File: config.mk
export PLATFORM = sky130hd
export DESIGN_NAME = dp_mem_responder_flat
export DESIGN_NICKNAME = d
export VERILOG_FILES = /design/src/rtl/cpu_types_pkg.sv /design/src/rtl/dp_mem_responder_if.sv /design/src/rtl/dp_mem_responder_timer.sv /design/src/rtl/dp_mem_responder.sv /design/src/flat_wrapper.sv
export SDC_FILE = /design/constraint.sdc
export NUM_CORES = 1
export LEC_CHECK = 0
export CAP_MARGIN = 5
export CORE_UTILIZATION = 44
export DETAILED_ROUTE_END_ITERATION = 12
export PLACE_DENSITY_LB_ADDON = 0.05
export SETUP_SLACK_MARGIN = 0.02
export SLEW_MARGIN = 20
export SYNTH_ARGS = -nofsm -noshare
export SYNTH_HDL_FRONTEND = slang
export SYNTH_SLANG_ARGS = --single-unit
File: constraint.sdc
create_clock -name CLK -period 2.4 [get_ports CLK]
set_input_delay 0.48 -clock CLK [delete_from_list [all_inputs] [get_ports CLK]]
set_output_delay 0.48 -clock CLK [all_outputs]
set_load 0.01 [all_outputs]
File: src/rtl/cpu_types_pkg.sv
// Shared CPU-side types used by the datapath memory responder.
package cpu_types_pkg;

    typedef enum logic [1:0] {
        FREE,
        BUSY,
        ACCESS,
        ERROR
    } ramstate_t;

    typedef enum logic [1:0] {
        IDLE,
        DACC,
        IACC
    } memctl_state_t;

    typedef struct packed {
        logic [31:0] addr;
        logic [31:0] store;
        logic        wr;
    } memreq_t;

    function automatic logic [7:0] sat_inc8(input logic [7:0] v);
        return (v == 8'hFF) ? v : v + 8'd1;
    endfunction

endpackage

File: src/rtl/dp_mem_responder_if.sv
// Datapath request/response and RAM command bundle.
interface dp_mem_responder_if;
    import cpu_types_pkg::*;

    logic        imemREN;
    logic [31:0] imemaddr;
    logic        dmemREN;
    logic        dmemWEN;
    logic [31:0] dmemaddr;
    logic [31:0] dmemstore;
    logic        ihit;
    logic        dhit;
    logic [31:0] imemload;
    logic [31:0] dmemload;
    logic        ramREN;
    logic        ramWEN;
    logic [31:0] ramaddr;
    logic [31:0] ramstore;
    logic [31:0] ramload;
    ramstate_t   ramstate;

    modport master (
        output imemREN, imemaddr,
        output dmemREN, dmemWEN, dmemaddr, dmemstore,
        output ramload, ramstate,
        input  ihit, dhit, imemload, dmemload,
        input  ramREN, ramWEN, ramaddr, ramstore
    );

    modport slave (
        input  imemREN, imemaddr,
        input  dmemREN, dmemWEN, dmemaddr, dmemstore,
        input  ramload, ramstate,
        output ihit, dhit, imemload, dmemload,
        output ramREN, ramWEN, ramaddr, ramstore
    );

endinterface

File: src/rtl/dp_mem_responder_timer.sv
// Wait watchdog: counts stalled RAM cycles, flags when TERM is reached.
module mem_wait_timer #(
    parameter int TERM = 63
) (
    input  logic CLK,
    input  logic nRST,
    input  logic clr,
    input  logic en,
    output logic term
);

    localparam int W = $clog2(TERM + 1) + 1;

    logic [W-1:0] cnt;

    always_ff @(posedge CLK or negedge nRST) begin
        if (!nRST) begin
            cnt <= '0;
        end else if (clr) begin
            cnt <= '0;
        end else if (en && !term) begin
            cnt <= cnt + W'(1);
        end
    end

    assign term = (cnt == W'(TERM));

endmodule

File: src/rtl/dp_mem_responder.sv
// Arbitrates datapath I/D requests onto the single-port RAM and returns hits.
module dp_mem_responder
    import cpu_types_pkg::*;
#(
    parameter int TIMEOUT_CYC = 64,
    parameter int STARVE_LIM  = 4
) (
    input  logic              CLK,
    input  logic              nRST,
    dp_mem_responder_if.slave bus,
    output logic              timeout_flag,
    output logic [7:0]        err_count
);

    memctl_state_t state;
    memctl_state_t nxt;
    memreq_t       req_q;
    logic [7:0]    starve;
    logic [31:0]   iload_q;
    logic [31:0]   dload_q;
    logic          grant_d;
    logic          grant_i;
    logic          dreq;
    logic          starve_hit;
    logic          in_acc;
    logic          ram_wait;
    logic          ram_done;
    logic          wt_term;
    logic          tmo;

    assign dreq       = bus.dmemREN | bus.dmemWEN;
    assign starve_hit = (starve == 8'(STARVE_LIM)) & bus.imemREN;
    assign in_acc     = (state == DACC) | (state == IACC);
    assign ram_wait   = (bus.ramstate == FREE) | (bus.ramstate == BUSY);
    assign ram_done   = (bus.ramstate == ACCESS) | (bus.ramstate == ERROR);
    assign tmo        = in_acc & ram_wait & wt_term;

    // Idle cycles hold the watchdog at zero, so every access starts fresh
    mem_wait_timer #(
        .TERM(TIMEOUT_CYC - 1)
    ) u_wait (
        .CLK (CLK),
        .nRST(nRST),
        .clr (!in_acc),
        .en  (in_acc & ram_wait),
        .term(wt_term)
    );

    always_comb begin
        nxt     = state;
        grant_d = 1'b0;
        grant_i = 1'b0;
        unique case (state)
            IDLE: begin
                if (starve_hit) begin
                    grant_i = 1'b1;
                end else if (dreq) begin
                    grant_d = 1'b1;
                end else if (bus.imemREN) begin
                    grant_i = 1'b1;
                end
                if (grant_d) begin
                    nxt = DACC;
                end else if (grant_i) begin
                    nxt = IACC;
                end
            end
            DACC, IACC: begin
                if (ram_done || tmo) begin
                    nxt = IDLE;
                end
            end
            default: nxt = IDLE;
        endcase
    end

    // Enables decode from state alone so an async reset drops them at once
    assign bus.ramREN   = (state == IACC) | ((state == DACC) & !req_q.wr);
    assign bus.ramWEN   = (state == DACC) & req_q.wr;
    assign bus.ramaddr  = req_q.addr;
    assign bus.ramstore = req_q.store;

    assign bus.ihit = (state == IACC) & (bus.ramstate == ACCESS);
    assign bus.dhit = (state == DACC) & (bus.ramstate == ACCESS);

    assign bus.imemload = bus.ihit ? bus.ramload : iload_q;
    assign bus.dmemload = (bus.dhit & !req_q.wr) ? bus.ramload : dload_q;

    always_ff @(posedge CLK or negedge nRST) begin
        if (!nRST) begin
            state        <= IDLE;
            req_q        <= '0;
            starve       <= '0;
            iload_q      <= '0;
            dload_q      <= '0;
            timeout_flag <= 1'b0;
            err_count    <= '0;
        end else begin
            state <= nxt;

            if (grant_d) begin
                req_q <= '{addr:  bus.dmemaddr,
                           store: bus.dmemstore,
                           wr:    bus.dmemWEN};
            end else if (grant_i) begin
                req_q <= '{addr:  bus.imemaddr,
                           store: req_q.store,
                           wr:    1'b0};
            end

            if (grant_i) begin
                starve <= '0;
            end else if (grant_d && bus.imemREN) begin
                if (starve != 8'(STARVE_LIM)) begin
                    starve <= starve + 8'd1;
                end
            end else if ((state == IDLE) && !bus.imemREN) begin
                starve <= '0;
            end

            if (bus.ihit) begin
                iload_q <= bus.ramload;
            end
            if (bus.dhit && !req_q.wr) begin
                dload_q <= bus.ramload;
            end

            if (tmo) begin
                timeout_flag <= 1'b1;
            end
            if (in_acc && (bus.ramstate == ERROR)) begin
                err_count <= sat_inc8(err_count);
            end
        end
    end

endmodule

File: src/flat_wrapper.sv
// flat-port wrapper written by rule: the top's interface ports become plain ports
module dp_mem_responder_flat import cpu_types_pkg::*;
#(
    parameter int TIMEOUT_CYC = 64,
    parameter int STARVE_LIM  = 4
)
  (CLK, nRST, timeout_flag, err_count, bus_imemREN, bus_imemaddr, bus_dmemREN, bus_dmemWEN, bus_dmemaddr, bus_dmemstore, bus_ramload, bus_ramstate, bus_ihit, bus_dhit, bus_imemload, bus_dmemload, bus_ramREN, bus_ramWEN, bus_ramaddr, bus_ramstore);
  dp_mem_responder_if bus_i ();
  input  logic CLK;
  input  logic nRST;
  output logic timeout_flag;
  output logic [7:0] err_count;
  input wire logic [$bits(bus_i.imemREN)-1:0] bus_imemREN;
  input wire logic [$bits(bus_i.imemaddr)-1:0] bus_imemaddr;
  input wire logic [$bits(bus_i.dmemREN)-1:0] bus_dmemREN;
  input wire logic [$bits(bus_i.dmemWEN)-1:0] bus_dmemWEN;
  input wire logic [$bits(bus_i.dmemaddr)-1:0] bus_dmemaddr;
  input wire logic [$bits(bus_i.dmemstore)-1:0] bus_dmemstore;
  input wire logic [$bits(bus_i.ramload)-1:0] bus_ramload;
  input wire logic [$bits(bus_i.ramstate)-1:0] bus_ramstate;
  output wire logic [$bits(bus_i.ihit)-1:0] bus_ihit;
  output wire logic [$bits(bus_i.dhit)-1:0] bus_dhit;
  output wire logic [$bits(bus_i.imemload)-1:0] bus_imemload;
  output wire logic [$bits(bus_i.dmemload)-1:0] bus_dmemload;
  output wire logic [$bits(bus_i.ramREN)-1:0] bus_ramREN;
  output wire logic [$bits(bus_i.ramWEN)-1:0] bus_ramWEN;
  output wire logic [$bits(bus_i.ramaddr)-1:0] bus_ramaddr;
  output wire logic [$bits(bus_i.ramstore)-1:0] bus_ramstore;
  assign bus_i.imemREN = bus_imemREN;
  assign bus_i.imemaddr = bus_imemaddr;
  assign bus_i.dmemREN = bus_dmemREN;
  assign bus_i.dmemWEN = bus_dmemWEN;
  assign bus_i.dmemaddr = bus_dmemaddr;
  assign bus_i.dmemstore = bus_dmemstore;
  assign bus_i.ramload = bus_ramload;
  assign bus_i.ramstate = bus_ramstate;
  assign bus_ihit = bus_i.ihit;
  assign bus_dhit = bus_i.dhit;
  assign bus_imemload = bus_i.imemload;
  assign bus_dmemload = bus_i.dmemload;
  assign bus_ramREN = bus_i.ramREN;
  assign bus_ramWEN = bus_i.ramWEN;
  assign bus_ramaddr = bus_i.ramaddr;
  assign bus_ramstore = bus_i.ramstore;
  dp_mem_responder #(.TIMEOUT_CYC(TIMEOUT_CYC), .STARVE_LIM(STARVE_LIM)) u_core (.CLK(CLK), .nRST(nRST), .bus(bus_i), .timeout_flag(timeout_flag), .err_count(err_count));
endmodule
==> metrics.txt, run 1 <==
most frequent CP cell buf_6; Fin. Hold Viols 0; clock skew 7.49 ps; Slowest cell on crit path dfrtp_1; Syn-to-layout area delta 51.3%; Ports about 280; htree depth 4; Post-synth EDFFs 0; commonest non-fill, non-tap cell in the layout clkdlybuf4s50_1; FILL cells roughly 1100; Worst setup SP type register; number of global-route vias before repair around 5300; Worst-Margin Slew roughly 600 ps; Worst slew margin 0.600; core area approximately 15000 µm²; Routed WL ~20 mm; clock sinks ~160; Synth Area per Inst approximately 14 µm²; buffers added on ports around 280; Rows 45; Worst-path clk slew about 60 ps; VDD IR max just under 0.7 mV; FF-to-FF setup slack around 160 ps; Ys Warns 0; Area contributors post-synth dfrtp_1 55%, mux2_1 10%, buf_4 7.5%, o221a_1 5.1%, mux2_4 3.6%; layout cells sized above 1 0.295; post-synthesis sequential area ratio 0.549; asr flop ratio synth 1.00; CTS tree built; fin crit period approximately 2500 ps; wire length per cell 19.9 µm; CP cell instances inv_2, ha_4, and3_4, buf_6, buf_6, mux2_4, buf_6; routed via count around 5000; first-pass GRT wire length 30.2 mm; Cell Area, Synth ~7100 µm²; Unique masters post-synth 50; syn_nets roughly 660; CP delay by family, top buffers and inverters; r2r startpoint u_core.state[1]; Die Wd ~130 µm; most frequent cells in the layout 205 x clkdlybuf4s50_1, 155 x dfrtp_1, 56 x mux2_4; cts bufs inserted 17; max-cap check violation count 0; WP data required 1920 ps; Worst Setup Slack, final -64.6 ps; Initial Utilization 0.458; CP Capture Type primary output; antenna viol nets, final 0; Final Non-Filler Cells around 1000; post-synth top area share 0.549; hold crit path type input port to async pin; CP bufs+invs 4; Main synth FF type dfrtp_1; Worst-Skew Late Latency just over 400 ps; Synth area leader dfrtp_1; grt total ovfl 0; flops & latches, synth 155; run status complete, but fails checks; unrepaired setup endpoints after global routing yes; Final Setup Violations 37; Setup Crit Path Kind register to primary output; fin. max-slew vios 0; drt first-iter violations approximately 300; Synth Instances slightly above 500; dpl hpwl 13.7 mm; Routability Congestion about 0.78; arrival time at the worst endpoint between 1500 and 2000 ps; Vias/cell about 5; hold slack 30.9 ps; pin count of the biggest net entering global routing just over 60; Longest Clk Path Bufs 2; first drt pass iteration count 5; initial antenna violation count 0; Nets approximately 920; ANT cells 0; CTS root buf clkbuf_16; fmax a little over 400 MHz; CP peak stage delay 390 ps; placed cell count 945; PD cells ~1300 nW/µm²; Die Area 16600 µm²; leakage 4.81 nW; CTS Hold Bufs 0; drc violations 0; die height between 100 and 150 µm; CP max FO 8; Total GRT Usage 0.245; violated checks setup timing; period utilization 1.03; CP Launch Point u_core.state[1]
stage by stage:
step / utilization / worst slack (ps) / TNS (ps) / power (mW) / instance area (µm²)
final: 0.693 / -64.6 / -1260 / 13.8 / 10700
after global routing: 0.693 / -139 / -5790 / 14.6 / 10700
after CTS: 0.693 / -157 / -3170 / 13.9 / 10700
after detailed placement: 0.632 / -632 / -34730 / 10.7 / 9750
after global placement: 0.632 / -562 / -30660 / 10.6 / 9750
after floorplan: - / 456 / 0 / 7.91 / 7060
registers in the layout, summed over array words and instances (netlist names):
| signal | flops |
|---|---|
| u_core.dload_q | 32 |
| u_core.timeout_flag | 1 |
| u_core.bus.ramstore | 32 |
| u_core.state | 2 |
| u_core.starve | 8 |
| u_core.iload_q | 32 |
| u_core.u_wait.cnt | 7 |
| u_core.err_count | 8 |
| u_core.bus.ramaddr | 32 |
| u_core.req_q | 1 |
layer usage:
layer / GRT usage / vias to the layer above / wire length, µm
met1: 0.283 / 2539 / 7730
met3: 0.0719 / 23 / 1260
met4: 0.0747 / 0 / 332
met5: 0 / - / 0
li1: - / 2293 / -
met2: 0.437 / 163 / 10500
cell type report:
class / count / area (µm²) / area share
clock buffer: 24 / 492 / 0.0460
clock inverter: 8 / 109 / 0.0102
inverter: 9 / 33.8 / 0.00316
multi-input combinational: 268 / 2700 / 0.253
sequential: 155 / 3880 / 0.363
tap: 211 / 264 / 0.0247
timing repair buffer: 323 / 3210 / 0.300
synthesized netlist by cell type (2+ instances only):
library cell / n
dfrtp_1: 155
buf_4: 71
mux2_1: 65
nand2b_1: 37
o221a_1: 32
mux2_4: 17
mux2_2: 15
nand2_1: 13
inv_1: 9
ha_1: 8
and3_1: 7
clkbuf_1: 6
nand3_1: 6
o21ai_0: 6
and2_1: 5
buf_6: 5
nand4_1: 5
xnor2_1: 5
xor2_1: 5
buf_2: 4
o2bb2ai_1: 4
a21oi_1: 3
mux2i_1: 3
a21boi_0: 2
a21o_1: 2
nor2_1: 2
nor2b_1: 2
o21ai_1: 2
o22ai_1: 2
worst reg2reg max path, stage by stage (launching register included):
cell     delay (ps)
dfrtp_1         360
inv_2            60
buf_4           130
buf_4           120
buf_4           130
ha_1            420
nand3_1         150
a31oi_2         370
mux2_2          380
kinds of logic after synthesis:
kind of cell               count (synthesis)  share of synthesized area
and+or+nand+nor                           87                     0.0751
xor gates and xnor gates                  10                     0.0124
muxes                                    100                      0.168
DFF                                      155                      0.549
buffers and inverters                     96                     0.0964
adders and majority gates                  8                     0.0142
AOI/OAI and AO/OA                         63                     0.0845
timing repair:
| item | in CTS | in global routing |
|---|---|---|
| endpoints found under the setup margin | 66 | 64 |
| buffers inserted | 14 | 4 |
| hold endpoints to repair | 0 | 0 |
| resized for setup | 353 | 8 |
| gates cloned | 5 | 0 |
| pin swaps | 3 | 2 |
path summary, 6_finish.rpt:
check,end,cells after the start
max,bus_dmemload[22],7
min,u_core.iload_q[27],1
max reg2reg,u_core.err_count[1],8
min reg2reg,u_core.timeout_flag,1
max in group asynchronous,u_core.bus.ramstore[7],2
min in group CLK,u_core.timeout_flag,1
power by group:
part / internal (mW) / leakage [nW] / switching (mW) / total, mW
combinational: 4.03 / 2.65 / 2.80 / 6.83
clock: 1.65 / 0.283 / 1.06 / 2.71
sequential: 3.78 / 1.88 / 0.523 / 4.31
total: 9.46 / 4.81 / 4.39 / 13.8
(Power assumes the default switching activity.)
==> run 2: changes to the inputs <==
- CELL_PAD_IN_SITES_DETAIL_PLACEMENT: default -> 1
- CELL_PAD_IN_SITES_GLOBAL_PLACEMENT: default -> 1
- CORE_ASPECT_RATIO: default -> 1.2
- CORE_UTILIZATION: 44 -> 34
==> run 2 against run 1 <==
  * The flow still finishes with violations (setup timing)
  * First-iteration DRC count shrank 47%
  * Global-route usage is 1.8 points lower
  * Critical path depth grew 1
  * Sequential share of layout area decreased by 2.0 points
  * Sequential power about the same
  * Non-clock buffer count rose by 26
  * Utilization down 14 points
  * Cell area up 5.8%
  * Clock power hardly changed
  * Largest cell class unchanged
==> metrics.txt, run 2 (synthesis gave the netlist of run 1 again) <==
Vias/cell between 4 and 5; Worst-Margin Slew between 400 and 500 ps; run status complete, but fails checks; layout cells sized above 1 0.327; cts bufs inserted 17; period utilization 1.07; CTS tree built; VDD IR max between 0.5 and 0.6 mV; Worst-Skew Late Latency between 400 and 500 ps; most frequent cells in the layout 204 x clkdlybuf4s50_1, 155 x dfrtp_1, 68 x mux2_4; leakage about 5.1 nW; clock sinks about 160; Longest Clk Path Bufs 2; Die Area roughly 21000 µm²; routed via count ~5200; Routability Congestion 0.791; first-pass GRT wire length between 30 and 40 mm; buffers added on ports about 280; dpl hpwl 15.5 mm; commonest non-fill, non-tap cell in the layout clkdlybuf4s50_1; Total GRT Usage 0.227; Setup Crit Path Kind register to primary output; CP max FO 6; clock skew ~9 ps; Ports approximately 280; fmax ~390 MHz; max-cap check violation count 0; drc violations 0; PD cells around 1300 nW/µm²; first drt pass iteration count 5; WP data required between 1500 and 2000 ps; Fin. Hold Viols 0; CP cell instances inv_2, ha_2, nand2_4, buf_12, buf_16, buf_4, mux2_2, buf_6; Fin Setup TNS -7320 ps; Slowest cell on crit path dfrtp_1; Syn-to-layout area delta 60.2%; wire length per cell between 20 and 25 µm; Final Non-Filler Cells ~1100; antenna viol nets, final 0; pin count of the biggest net entering global routing 66; violated checks setup timing; Die Wd around 130 µm; fin. max-slew vios 0; Routed WL around 23 mm; arrival time at the worst endpoint around 2100 ps; htree depth 4; Worst slew margin 0.682; Worst setup SP type register; Rows 57; Nets roughly 940; Final Setup Violations 64; Initial Utilization 0.347; number of global-route vias before repair about 5900; Worst Setup Slack, final -175 ps; core area a little over 20000 µm²; CP delay by family, top buffers and inverters; CTS root buf clkbuf_16; CP Capture Type primary output; grt total ovfl 0; CP peak stage delay between 400 and 500 ps; Worst-path clk slew 60 ps; placed cell count 993; fin crit period around 2600 ps; initial antenna violation count 3; unrepaired setup endpoints after global routing yes; drt first-iter violations 156; hold crit path type register to register; die height 160 µm; CP bufs+invs 5
[run 2: changes by cell type in the layout (fill, tap and decap cells not counted), sizes merged, moves of 3 or more]
cell and change:
diode +4, clkinv +3, buf +26, clkbuf -4
[run 2: area by class of cell]
cell class	instances	area, µm²
diodes	4	10.0
clock buffers	21	450
clock inverters	11	136
fillers	2021	9020
inverters	9	33.8
multi-input cells	268	2780
flip-flops and latches	155	3880
well taps	265	332
repair buffers	349	3680
[run 2: report_power, final]
group / switching, mW / internal, mW
Sequential: 0.559 / 3.78
Clock: 1.13 / 1.57
Combinational: 3.05 / 4.64
Total: 4.75 / 10.0
[run 2: repair_timing]
| action | in CTS | in global routing |
|---|---|---|
| gates resized for setup | 374 | 43 |
| endpoints found under the hold margin | 38 | 0 |
| cloned | 7 | 0 |
| buffers inserted | 30 | 16 |
| setup endpoints to repair | 65 | 78 |
| hold buffers | 1 | 0 |
| pin swaps | 2 | 1 |
[run 2: layer usage]
| metal | up-vias | routed length, µm | track usage |
|---|---|---|---|
| met5 | - | 0 | 0 |
| met4 | 0 | 458 | 0.0801 |
| met3 | 31 | 1070 | 0.0517 |
| met2 | 162 | 12800 | 0.413 |
| met1 | 2679 | 9000 | 0.257 |
| li1 | 2342 | - | - |
[run 2: per-stage QoR]
stage | util | hold WS, ps | instance area [µm²] | total power, mW | worst slack [ps]
after CTS | 0.540 | 492 | 11000 | 14.2 | -209
final | 0.556 | 484 | 11300 | 14.7 | -175
after global placement | 0.481 | 434 | 9780 | 10.6 | -559
after floorplan | - | 184 | 7060 | 7.91 | 456
after detailed placement | 0.481 | 444 | 9780 | 10.8 | -610
after global routing | 0.556 | 509 | 11300 | 15.5 | -246
[run 2: final timing paths]
| kind | start | to | slack, ps | depth (start not counted) |
|---|---|---|---|---|
| setup / recovery | u_core.state[0] | bus_imemload[1] | -180 | 8 |
| hold / removal | u_core.timeout_flag | u_core.timeout_flag | 480 | 1 |
| setup reg to reg | u_core.state[0] | u_core.err_count[1] | 120 | 10 |
| hold reg to reg | u_core.timeout_flag | u_core.timeout_flag | 480 | 1 |
| max in group asynchronous | nRST | u_core.bus.ramaddr[22] | 1050 | 3 |
| min in group asynchronous | nRST | u_core.dload_q[7] | 560 | 2 |
